File: src/rtl/tmp_pkg.sv
// Shared types and defaults for the temperature-sensor readout block.
package tmp_pkg;

    localparam int unsigned CNT_W_DFLT = 10;

    typedef enum logic {
        IDLE  = 1'b0,
        ACCUM = 1'b1
    } state_t;

    typedef logic signed [CNT_W_DFLT:0] code_t;

endpackage

File: src/rtl/tmp_sync.sv
// Parameterised flop chain: synchronizer for async inputs and matching delay line.
module tmp_sync #(
    parameter int unsigned STAGES = 2,
    parameter int unsigned WIDTH  = 1
) (
    input  logic             clk,
    input  logic             reset,
    input  logic [WIDTH-1:0] i_d,
    output logic [WIDTH-1:0] o_q
);

    logic [WIDTH-1:0] r_chain [STAGES];

    always_ff @(posedge clk or posedge reset) begin
        if (reset) begin
            for (int i = 0; i < int'(STAGES); i++) begin
                r_chain[i] <= '0;
            end
        end else begin
            r_chain[0] <= i_d;
            for (int i = 1; i < int'(STAGES); i++) begin
                r_chain[i] <= r_chain[i-1];
            end
        end
    end

    assign o_q = r_chain[STAGES-1];

endmodule

File: src/rtl/tmp_readout.sv
// Accumulates pump src/snk counts and comparator duty between OUTPUT phases
// and presents the result over a one-entry valid/ready output register.
module tmp_readout
    import tmp_pkg::*;
#(
    parameter int unsigned CNT_W       = CNT_W_DFLT,
    parameter int unsigned FRAME_MAX   = 1023,
    parameter int unsigned SYNC_STAGES = 2
) (
    input  logic             clk,
    input  logic             reset,
    input  logic             i_pa,
    input  logic             i_pb,
    input  logic             i_pc,
    input  logic             i_pd,
    input  logic             i_pi1,
    input  logic             i_src,
    input  logic             i_snk,
    input  logic             i_cmp,
    input  logic             i_code_ready,
    output logic [CNT_W:0]   o_code,
    output logic [CNT_W-1:0] o_duty,
    output logic             o_code_valid,
    output logic             o_overrun,
    output logic             o_timeout
);

    localparam int unsigned     FRM_W   = $clog2(FRAME_MAX + 1);
    localparam logic [CNT_W-1:0] CNT_MAX = '1;
    localparam logic [FRM_W-1:0] FRM_END = FRM_W'(FRAME_MAX);

    logic [2:0]       w_in_s;
    logic [1:0]       w_ph_d;
    logic             w_src_s;
    logic             w_snk_s;
    logic             w_cmp_s;
    logic             w_out_ph_d;
    logic             w_pi1_d;
    logic             w_boundary;
    logic [CNT_W:0]   w_code;

    state_t           r_state;
    logic             r_out_ph_q;
    logic [CNT_W-1:0] r_src_cnt;
    logic [CNT_W-1:0] r_snk_cnt;
    logic [CNT_W-1:0] r_duty_cnt;
    logic [FRM_W-1:0] r_frame_cnt;
    logic [CNT_W:0]   r_code;
    logic [CNT_W-1:0] r_duty;
    logic             r_code_valid;
    logic             r_overrun;
    logic             r_timeout;

    tmp_sync #(.STAGES(SYNC_STAGES), .WIDTH(3)) u_sync_in (
        .clk   (clk),
        .reset (reset),
        .i_d   ({i_src, i_snk, i_cmp}),
        .o_q   (w_in_s)
    );

    // Phase strobes are already clean; delay them to line up with the synchronized inputs.
    tmp_sync #(.STAGES(SYNC_STAGES), .WIDTH(2)) u_ph_dly (
        .clk   (clk),
        .reset (reset),
        .i_d   ({i_pa & i_pb & i_pc & i_pd, i_pi1}),
        .o_q   (w_ph_d)
    );

    assign w_src_s    = w_in_s[2];
    assign w_snk_s    = w_in_s[1];
    assign w_cmp_s    = w_in_s[0];
    assign w_out_ph_d = w_ph_d[1];
    assign w_pi1_d    = w_ph_d[0];
    assign w_boundary = w_out_ph_d & ~r_out_ph_q;
    assign w_code     = {1'b0, r_src_cnt} - {1'b0, r_snk_cnt};

    always_ff @(posedge clk or posedge reset) begin
        if (reset) begin
            r_state      <= IDLE;
            r_out_ph_q   <= 1'b0;
            r_src_cnt    <= '0;
            r_snk_cnt    <= '0;
            r_duty_cnt   <= '0;
            r_frame_cnt  <= '0;
            r_code       <= '0;
            r_duty       <= '0;
            r_code_valid <= 1'b0;
            r_overrun    <= 1'b0;
            r_timeout    <= 1'b0;
        end else begin
            r_out_ph_q <= w_out_ph_d;
            r_timeout  <= 1'b0;
            if (r_code_valid && i_code_ready) begin
                r_code_valid <= 1'b0;
            end
            case (r_state)
                IDLE: begin
                    r_src_cnt   <= '0;
                    r_snk_cnt   <= '0;
                    r_duty_cnt  <= '0;
                    r_frame_cnt <= '0;
                    if (w_boundary) begin
                        r_state <= ACCUM;
                    end
                end
                ACCUM: begin
                    if (w_boundary) begin
                        // Close the frame; this cycle's increments are dropped.
                        r_code       <= w_code;
                        r_duty       <= r_duty_cnt;
                        r_code_valid <= 1'b1;
                        if (r_code_valid && !i_code_ready) begin
                            r_overrun <= 1'b1;
                        end
                        r_src_cnt   <= '0;
                        r_snk_cnt   <= '0;
                        r_duty_cnt  <= '0;
                        r_frame_cnt <= '0;
                    end else if (r_frame_cnt == FRM_END) begin
                        r_timeout   <= 1'b1;
                        r_src_cnt   <= '0;
                        r_snk_cnt   <= '0;
                        r_duty_cnt  <= '0;
                        r_frame_cnt <= '0;
                        r_state     <= IDLE;
                    end else begin
                        if (w_src_s && r_src_cnt != CNT_MAX) begin
                            r_src_cnt <= r_src_cnt + CNT_W'(1);
                        end
                        if (w_snk_s && r_snk_cnt != CNT_MAX) begin
                            r_snk_cnt <= r_snk_cnt + CNT_W'(1);
                        end
                        if (w_pi1_d && w_cmp_s && r_duty_cnt != CNT_MAX) begin
                            r_duty_cnt <= r_duty_cnt + CNT_W'(1);
                        end
                        r_frame_cnt <= r_frame_cnt + FRM_W'(1);
                    end
                end
                default: r_state <= IDLE;
            endcase
        end
    end

    assign o_code       = r_code;
    assign o_duty       = r_duty;
    assign o_code_valid = r_code_valid;
    assign o_overrun    = r_overrun;
    assign o_timeout    = r_timeout;

endmodule

File: config.mk
export PLATFORM = sky130hd
export DESIGN_NAME = tmp_readout
export DESIGN_NICKNAME = d
export VERILOG_FILES = /design/src/rtl/tmp_pkg.sv /design/src/rtl/tmp_sync.sv /design/src/rtl/tmp_readout.sv
export SDC_FILE = /design/constraint.sdc
export NUM_CORES = 1
export LEC_CHECK = 0
export CAP_MARGIN = 20
export CORE_ASPECT_RATIO = 0.7
export CORE_MARGIN = 4
export CORE_UTILIZATION = 30
export DETAILED_ROUTE_END_ITERATION = 6
export PLACE_DENSITY = 0.48
export SLEW_MARGIN = 20
export SYNTH_ARGS = -nofsm -noshare
export SYNTH_HDL_FRONTEND = slang
export SYNTH_SLANG_ARGS = --single-unit
File: constraint.sdc
create_clock -name clk -period 4.4 [get_ports clk]
set_input_delay 0.44 -clock clk [delete_from_list [all_inputs] [get_ports clk]]
set_output_delay 0.44 -clock clk [all_outputs]
set_load 0.02 [all_outputs]
After elaboration in Yosys (flattened, before gate mapping). Cells that the tools add are included.

Output and inout port bits: 24. Word-level logic and storage cells: 67. Bits of input ports: 11. Flip-flop bits (word level): 76.

Bitwise operators: 6. Reductions and logical operators: 9. Muxes and demuxes: 25. $add $sub $neg: 5. Eq/ne operators: 7.

Operators with widths (count): $mux W10 (11); $pmux W10 S2 (4); $add A10 B1 Y10 const B (4); $ne A10 B10 Y1 const B (3); $ne A4 B2 Y1 const B (3); $sub A10 B10 Y11 (1); $eq A10 B10 Y1 const B (1); $mux W1 (9); $logic_and A1 B1 Y1 (6); $and A1 B1 Y1 (4); $reduce_and A3 Y1 (1); $not A1 Y1 (2); $pmux W1 S2 (1); $reduce_and A2 Y1 (1); $logic_not A1 Y1 (1).

Depth between registers and ports, before layout. Gate-level depths: netlist of run 1.

Word-level depth: 6. Depth in mapped cells: 9. Gate-level depth less buffers: 9.

Hierarchy. Synthesis of run 1 repeated with hierarchy kept, for this count alone.

Cell total of the unflattened synthesis: 372. Area total of the unflattened synthesis: 3624.7 um2.

By module, submodules not included: tmp_readout (seq. area each 1651.6 um2, area an instance 3329.4 um2, instances 1, cells an instance 355); tmp_sync (u_sync_in) (seq. area each 150.1 um2, area an instance 176.4 um2, instances 1, cells an instance 10); tmp_sync (u_ph_dly) (seq. area each 100.1 um2, area an instance 118.9 um2, instances 1, cells an instance 7).

Least setup slack after synthesis of run 1. OpenSTA, ideal clock, no wires.

Kind: register -> register. Start point: register r_src_cnt[0]. End point: register r_code[8] (netlist: o_code[8]). Setup slack: 2291 ps. Setup time: 131 ps. Stages on the path, launching flop included: 10. Clock period less this slack: 2109 ps. Buffers on the path: 0. Required time: 4269 ps. Arrival: 1978 ps. Cells stage by stage: dfrtp_1 -> inv_1 -> ha_1 -> inv_1 -> fa_1 -> a211oi_1 -> nor2_1 -> o41ai_1 -> xor2_1 -> o21ai_1.

Cells in the longest elaborated chain, start to end: 1.

RTL lines: from (decl) (RTL line tmp_readout.sv:44) `logic [CNT_W-1:0] r_src_cnt;`; from (signal assigned) (RTL line tmp_readout.sv:128) `r_src_cnt <= r_src_cnt + CNT_W'(1);`; $sub A10 B10 Y11 (RTL line tmp_readout.sv:75) `assign w_code = {1'b0, r_src_cnt} - {1'b0, r_snk_cnt};`; to (signal assigned) (RTL line tmp_readout.sv:109) `r_code <= w_code;`; to (decl) (RTL line tmp_readout.sv:48) `logic [CNT_W:0] r_code;`.

No other way between the ends. A chain may end at the register's enable or synchronous reset.

Worst setup path in the final report of run 1.
Start point: register r_frame_cnt[0]. End point: register r_src_cnt[2].

Cells in the longest elaborated chain, start to end: 4. Elaborated cells on any way between the ends: 5. Those cells by class: 2 x eq/ne; 3 x mux.

RTL lines: from (decl) (RTL line tmp_readout.sv:47) `logic [FRM_W-1:0] r_frame_cnt;`; from (signal assigned) (RTL line tmp_readout.sv:136) `r_frame_cnt <= r_frame_cnt + FRM_W'(1);`; $eq A10 B10 Y1 * (RTL line tmp_readout.sv:119) `end else if (r_frame_cnt == FRM_END) begin`; $mux W10 (RTL line tmp_readout.sv:119); $mux W10 (RTL line tmp_readout.sv:107) `if (w_boundary) begin`; $pmux W10 S2 (RTL line tmp_readout.sv:96) `case (r_state)`.

Mark *: on every way between the ends. The rest lies on a longest branch, timed or not.

==> impl_metrics.json, run 1 <==
{
  "synth-seq-cells": 76,
  "holdPathEnd": "u_ph_dly.o_q[1]",
  "place_hpwl_mm": 5.54,
  "grt_max_degree": 45,
  "clk_pin_slew_ns": 0.06,
  "place_congestion": 0.788,
  "post-route-period-util_pct": 54.4,
  "n_antenna_cell": 0,
  "grt_pass1_vias": 2501,
  "vdd_ir_drop_max_uv": 224,
  "core_um2": 11800,
  "critPathTopFamily": "simple AND/OR/NAND/NOR gates",
  "seq_area_frac_synth_pct": 52.1,
  "critPathSlowestCell": "nand3_2",
  "syn_to_final_growth_pct": 23.4,
  "cts_hold_buf": 0,
  "grt_usage_pct": 11.9,
  "seqPwrFrac_pct": 37.6,
  "firstDrtPassIters": 4,
  "die_w_um": 140,
  "combPwrFrac_pct": 28.9,
  "skew_ns": 0.00677,
  "setup_ws_ns": 2.00,
  "grt_overflow_total": 0,
  "place_ws_ns": 1.97,
  "yosysUniqueCellTypes": 50,
  "drive_above_1_share_pct": 6.57,
  "die_h_um": 100,
  "crit_path_max_fanout": 39,
  "hold_viol": 0,
  "via_per_inst": 4.76,
  "cts_resized": 0,
  "worstHoldStart": "u_ph_dly.r_chain[3]",
  "io_pins": 35,
  "r2r-end": "r_src_cnt[2]",
  "routed_wl_mm": 7.89,
  "p_int_w": 0.00174,
  "period_minus_slack_ns": 2.40,
  "drt_iter0_markers": 128,
  "synthCells": 368,
  "max_freq_ghz": 0.418,
  "antenna_found_initial": 0,
  "root_buffer": "clkbuf_16",
  "p_clk_share_pct": 33.5,
  "die_area_um2": 14000,
  "syn_avg_cell_area_um2": 9.92,
  "cts_tree": "built",
  "sw_frac_of_total_pct": 32.0,
  "slew_headroom_pct": 41.3,
  "async_reset_ff_share_pct": 100,
  "mostFrequentLayoutCells": "dfrtp_1, nand2_1, nor2_1, clkdlybuf4s50_1",
  "crit_type": "flip-flop to flip-flop",
  "required_ns": 4.61,
  "reg2reg_depth": 6,
  "htree_num_levels": 3,
  "drc": 0,
  "clockBufferDepth": 2,
  "dp.cells": 552,
  "netlist_area_um2": 3650,
  "critPathBufInv": 0,
  "min_delay_path_depth": 0,
  "ys_warn_count": 0,
  "grt_first_pass_wirelength_mm": 13.3,
  "final_common_cell": "dfrtp_1",
  "tns_ns": 0,
  "fin_cells": 568,
  "hold_class": "flip-flop to flip-flop",
  "cp.arrival_ns": 2.61,
  "crit_path_cell_trace": "ha_1 -> and3_1 -> and3_1 -> nand3_2 -> nand3_2 -> a311oi_1",
  "fin_util_pct": 38.2,
  "synth_edf_count": 0,
  "worstMarginPinSlew_ns": 0.877,
  "status": "finished, final reports clean",
  "switchingPower_w": 0.000818,
  "cp-start-kind": "flip-flop",
  "r2r_slack_ns": 2.00,
  "io_buffers": 34,
  "wl_per_cell_um": 13.9,
  "max_stage_delay_ns": 0.62,
  "rows": 33,
  "r2r-start": "r_frame_cnt[0]",
  "initial_utilization_pct": 30.9,
  "cap_violations": 0,
  "synth_flop_cell": "dfrtp_1",
  "postCtsSetupRepairBufs": 0,
  "fillers": 1179,
  "layout.nets": 432,
  "p_leak_nw": 2.02,
  "setup-violations-final": 0,
  "end_kind": "flip-flop",
  "syn-num-nets": 394,
  "maxSlewViolCount": 0,
  "cts_made_buffers": 9,
  "insertion_delay_ns": 0.34,
  "rsz0062_at_grt": "no",
  "postRouteAntennaNets": 0,
  "cts.sinks": 76,
  "p_per_area_nw_per_um2": 567,
  "vias": 2704
}
==> how the worst max path moves through the flow <==
stage / from / endpoint / slack [ns] / depth (start not counted)
2_1_floorplan: reset / o_code[0] / 2.02 / 1
5_1_grt: r_frame_cnt[0] / r_src_cnt[2] / 1.78 / 6
6_report: r_frame_cnt[0] / r_src_cnt[2] / 2.00 / 6
3_5_place_dp: r_frame_cnt[0] / r_src_cnt[2] / 1.97 / 6
3_3_place_gp: r_frame_cnt[0] / r_src_cnt[2] / 2.04 / 6
4_1_cts: r_frame_cnt[0] / r_src_cnt[2] / 1.94 / 6
==> synth_stat cells, types with 4 or more instances <==
library cell | number | area share [%]
xnor2_1 | 15 | 3.6
ha_1 | 14 | 4.8
a21oi_1 | 15 | 2.1
nor3_1 | 9 | 1.2
nand3_1 | 15 | 2.1
nand2_1 | 60 | 6.2
nand4_1 | 9 | 1.5
inv_1 | 15 | 1.5
a211oi_1 | 7 | 1.4
o21ai_0 | 13 | 1.8
nor2_1 | 39 | 4.0
xor2_1 | 14 | 3.4
and3_1 | 5 | 0.86
dfrtp_1 | 76 | 52
and4_1 | 6 | 1.4
clkbuf_1 | 4 | 0.41
==> layer usage <==
metal / wire [um] / part of all wire [%] / track usage [%]
met4: 161 / 2.0 / 4.54
met3: 336 / 4.3 / 3.43
met1: 4450 / 56 / 19.0
met2: 2940 / 37 / 14.4
met5: 0 / 0 / 0
==> stage by stage <==
| stage | total power, W | hold slack (ns) | cell area (um^2) |
|---|---|---|---|
| global route | 0.00274 | 0.357 | 4510 |
| floorplan | 0.00146 | 0.331 | 3650 |
| detailed placement | 0.00172 | 0.335 | 4160 |
| global placement | 0.00171 | 0.336 | 4160 |
| CTS | 0.00260 | 0.349 | 4510 |
| finish | 0.00255 | 0.348 | 4510 |
==> layout make-up <==
| class | instances | area (um^2) | share of cell area, % |
|---|---|---|---|
| multi-input combinational | 268 | 1650 | 36.6 |
| inverter | 15 | 56.3 | 1.25 |
| sequential | 76 | 1900 | 42.2 |
| clock buffer | 9 | 225 | 5.00 |
| timing repair buffer | 36 | 355 | 7.89 |
| tap | 157 | 196 | 4.36 |
| clock inverter | 7 | 121 | 2.69 |
==> state kept, by name (all words and copies together), names as in the netlist <==
signal             count
o_code                11
o_duty                10
r_duty_cnt            10
r_frame_cnt           10
r_snk_cnt             10
r_src_cnt             10
u_sync_in.o_q          3
u_sync_in.r_chain      3
u_ph_dly.o_q           2
u_ph_dly.r_chain       2
o_code_valid           1
o_overrun              1
o_timeout              1
r_out_ph_q             1
r_state                1
==> power by group through the flow <==
stage / clock network [W] / registers, W / logic [W]
finish: 0.000857 / 0.000959 / 0.000738
global route: 0.000914 / 0.000987 / 0.000839
CTS: 0.000886 / 0.000961 / 0.000751
detailed placement: 0 / 0.000974 / 0.000746
global placement: 0 / 0.000967 / 0.000741
floorplan: 0 / 0.00102 / 0.000441
==> cell families after synthesis <==
group           synth area share [%]
simple gates                    21.7
flops                           52.1
compound gates                  10.4
xor+xnor                        6.95
buf+inv                         2.77
fa+ha+maj                       5.34
mux                            0.822
Power figures use the tool's default switching activity.
==> run 2: changes to the inputs <==
Clock period 4.4 ns to 2.3 ns, I/O delays scaled along.
==> run 2 against run 1 <==
  * Setup slack lost 1.8 ns
  * Largest cell class unchanged
  * Non-clock buffer count increased by 6
  * Sequential share of layout area down 0.30 points
  * Flip-flop and latch count did not move
  * Wire length fell by 2.2%
  * Critical path type unchanged
==> impl_metrics.json, run 2 (same netlist as run 1, synthesis figures left out) <==
{
  "die_area_um2": 14000,
  "drive_above_1_share_pct": 8.39,
  "crit_type": "flip-flop to flip-flop",
  "layout.nets": 438,
  "r2r_slack_ns": 0.20,
  "grt_first_pass_wirelength_mm": 13.3,
  "vias": 2717,
  "fillers": 1174,
  "skew_ns": 0.00640,
  "hold_ws_ns": 0.210,
  "dp.cells": 558,
  "grt_pass1_vias": 2578,
  "postRouteAntennaNets": 0,
  "setup-violations-final": 0,
  "routed_wl_mm": 7.72,
  "post-route-period-util_pct": 91.3,
  "vdd_ir_drop_max_uv": 515,
  "period_minus_slack_ns": 2.10,
  "hold_viol": 0,
  "syn_to_final_growth_pct": 24.3,
  "cts_tree": "built",
  "antenna_found_initial": 0,
  "final_common_cell": "dfrtp_1",
  "root_buffer": "clkbuf_16",
  "place_area_um2": 4230,
  "io_pins": 35,
  "io_buffers": 34,
  "rsz0062_at_grt": "no",
  "place_congestion": 0.752,
  "drc": 0,
  "initial_utilization_pct": 30.9,
  "tns_ns": 0,
  "crit_path_max_fanout": 4,
  "r2r-start": "r_snk_cnt[0]",
  "largest_reg_flops": 11,
  "grt_overflow_total": 0,
  "crit_path_cell_trace": "ha_1 -> inv_1 -> fa_1 -> a211oi_2 -> nor2_1 -> o41ai_2 -> xor2_1 -> o21ai_1",
  "clk_pin_slew_ns": 0.06,
  "htree_num_levels": 3,
  "final_cell_area_um2": 4540,
  "drt_iter0_markers": 234,
  "die_h_um": 100,
  "reg2reg_depth": 8,
  "n_antenna_cell": 0,
  "core_um2": 11800,
  "cts_made_buffers": 9,
  "r2r-end": "o_code[8]",
  "required_ns": 2.52,
  "cp.arrival_ns": 2.32,
  "regArea_um2": 1900,
  "cap_violations": 0,
  "hold_class": "input port to asynchronous set/reset pin",
  "multi_input_area_um2": 1670,
  "cts.sinks": 76,
  "die_w_um": 140,
  "via_per_inst": 4.73,
  "mostFrequentLayoutCells": "dfrtp_1, nand2_1, nor2_1, clkdlybuf4s50_1",
  "cp-start-kind": "flip-flop",
  "p_per_area_nw_per_um2": 1050,
  "crit_start": "r_snk_cnt[0]",
  "p_leak_nw": 2.04,
  "cts_hold_buf": 0,
  "fin_cells": 574,
  "slew_headroom_pct": 71.2,
  "grt_usage_pct": 12.0,
  "grt_max_degree": 31,
  "firstDrtPassIters": 4,
  "maxSlewViolCount": 0,
  "end_kind": "flip-flop",
  "max_freq_ghz": 0.476,
  "worstMarginPinSlew_ns": 0.431,
  "clockBufferDepth": 2,
  "insertion_delay_ns": 0.34,
  "critPathSlowestCell": "fa_1",
  "crit_path_end": "o_code[8]",
  "rows": 33,
  "status": "finished, final reports clean",
  "wl_per_cell_um": 13.5,
  "max_stage_delay_ns": 0.43,
  "place_hpwl_mm": 5.58
}
run 2: cell count changes in the layout (fill, tap and decap cells not counted), moves of 2 or more:
| cell | previous run | this run |
|---|---|---|
| buf_4 | 2 | 6 |
| buf_12 | 0 | 2 |
| bufinv_16 | 3 | 1 |
| clkinvlp_4 | 0 | 2 |
run 2: per-layer routing:
layer  wire [um]  global-route usage, %  part of all wire [%]
met1        4300                   18.6                    56
met2        2950                   15.2                    38
met3         361                   3.81                   4.7
met4         112                   4.24                   1.5
met5           0                      0                     0
run 2: how the worst min path moves through the flow:
stage                                    start                   to  slack (ns)  cells after the start
after CTS                                reset     u_sync_in.o_q[0]        0.22                      2
after global placement    u_sync_in.r_chain[3]     u_sync_in.o_q[0]        0.33                      0
after global routing                     reset     u_sync_in.o_q[0]        0.24                      2
final                                    reset     u_sync_in.o_q[0]        0.21                      2
after floorplan                          i_pi1  u_ph_dly.r_chain[2]        0.26                      0
after detailed placement   u_ph_dly.r_chain[3]      u_ph_dly.o_q[1]        0.34                      0
run 2: where the power goes:
group	switching, W	internal (W)
clock	0.000564	0.000840
combinational	0.000808	0.000728
sequential	0.000224	0.00159
total	0.00160	0.00316
run 2: metrics by stage:
stage | total power, W | util (%) | setup WS [ns]
finish | 0.00476 | 38.4 | 0.199
global route | 0.00510 | 38.4 | 0.0441
CTS | 0.00478 | 38.3 | 0.0720
detailed placement | 0.00333 | 35.8 | 0.0693
global placement | 0.00330 | 35.8 | 0.164
floorplan | 0.00279 | - | 0.132
run 2: cell type report:
class	count	share of cell area, %
well taps	157	4.33
flip-flops and latches	76	41.9
repair buffers	42	9.37
inverters	15	1.24
clock buffers	10	5.05
multi-input cells	268	36.7
clock inverters	6	1.41
run 2: repair_timing:
action / CTS / global route
setup buffers: 0 / 0
setup endpoints to repair: 0 / 3
gates resized for setup: 0 / 3
run 2: worst max-delay path: cells and delay by family (launching register included):
kind / cells / cell delay (ns)
compound gates: 3 / 0.63
simple gates: 1 / 0.09
buf+inv: 1 / 0.05
fa+ha+maj: 2 / 0.62
flops: 1 / 0.41
xor+xnor: 1 / 0.17
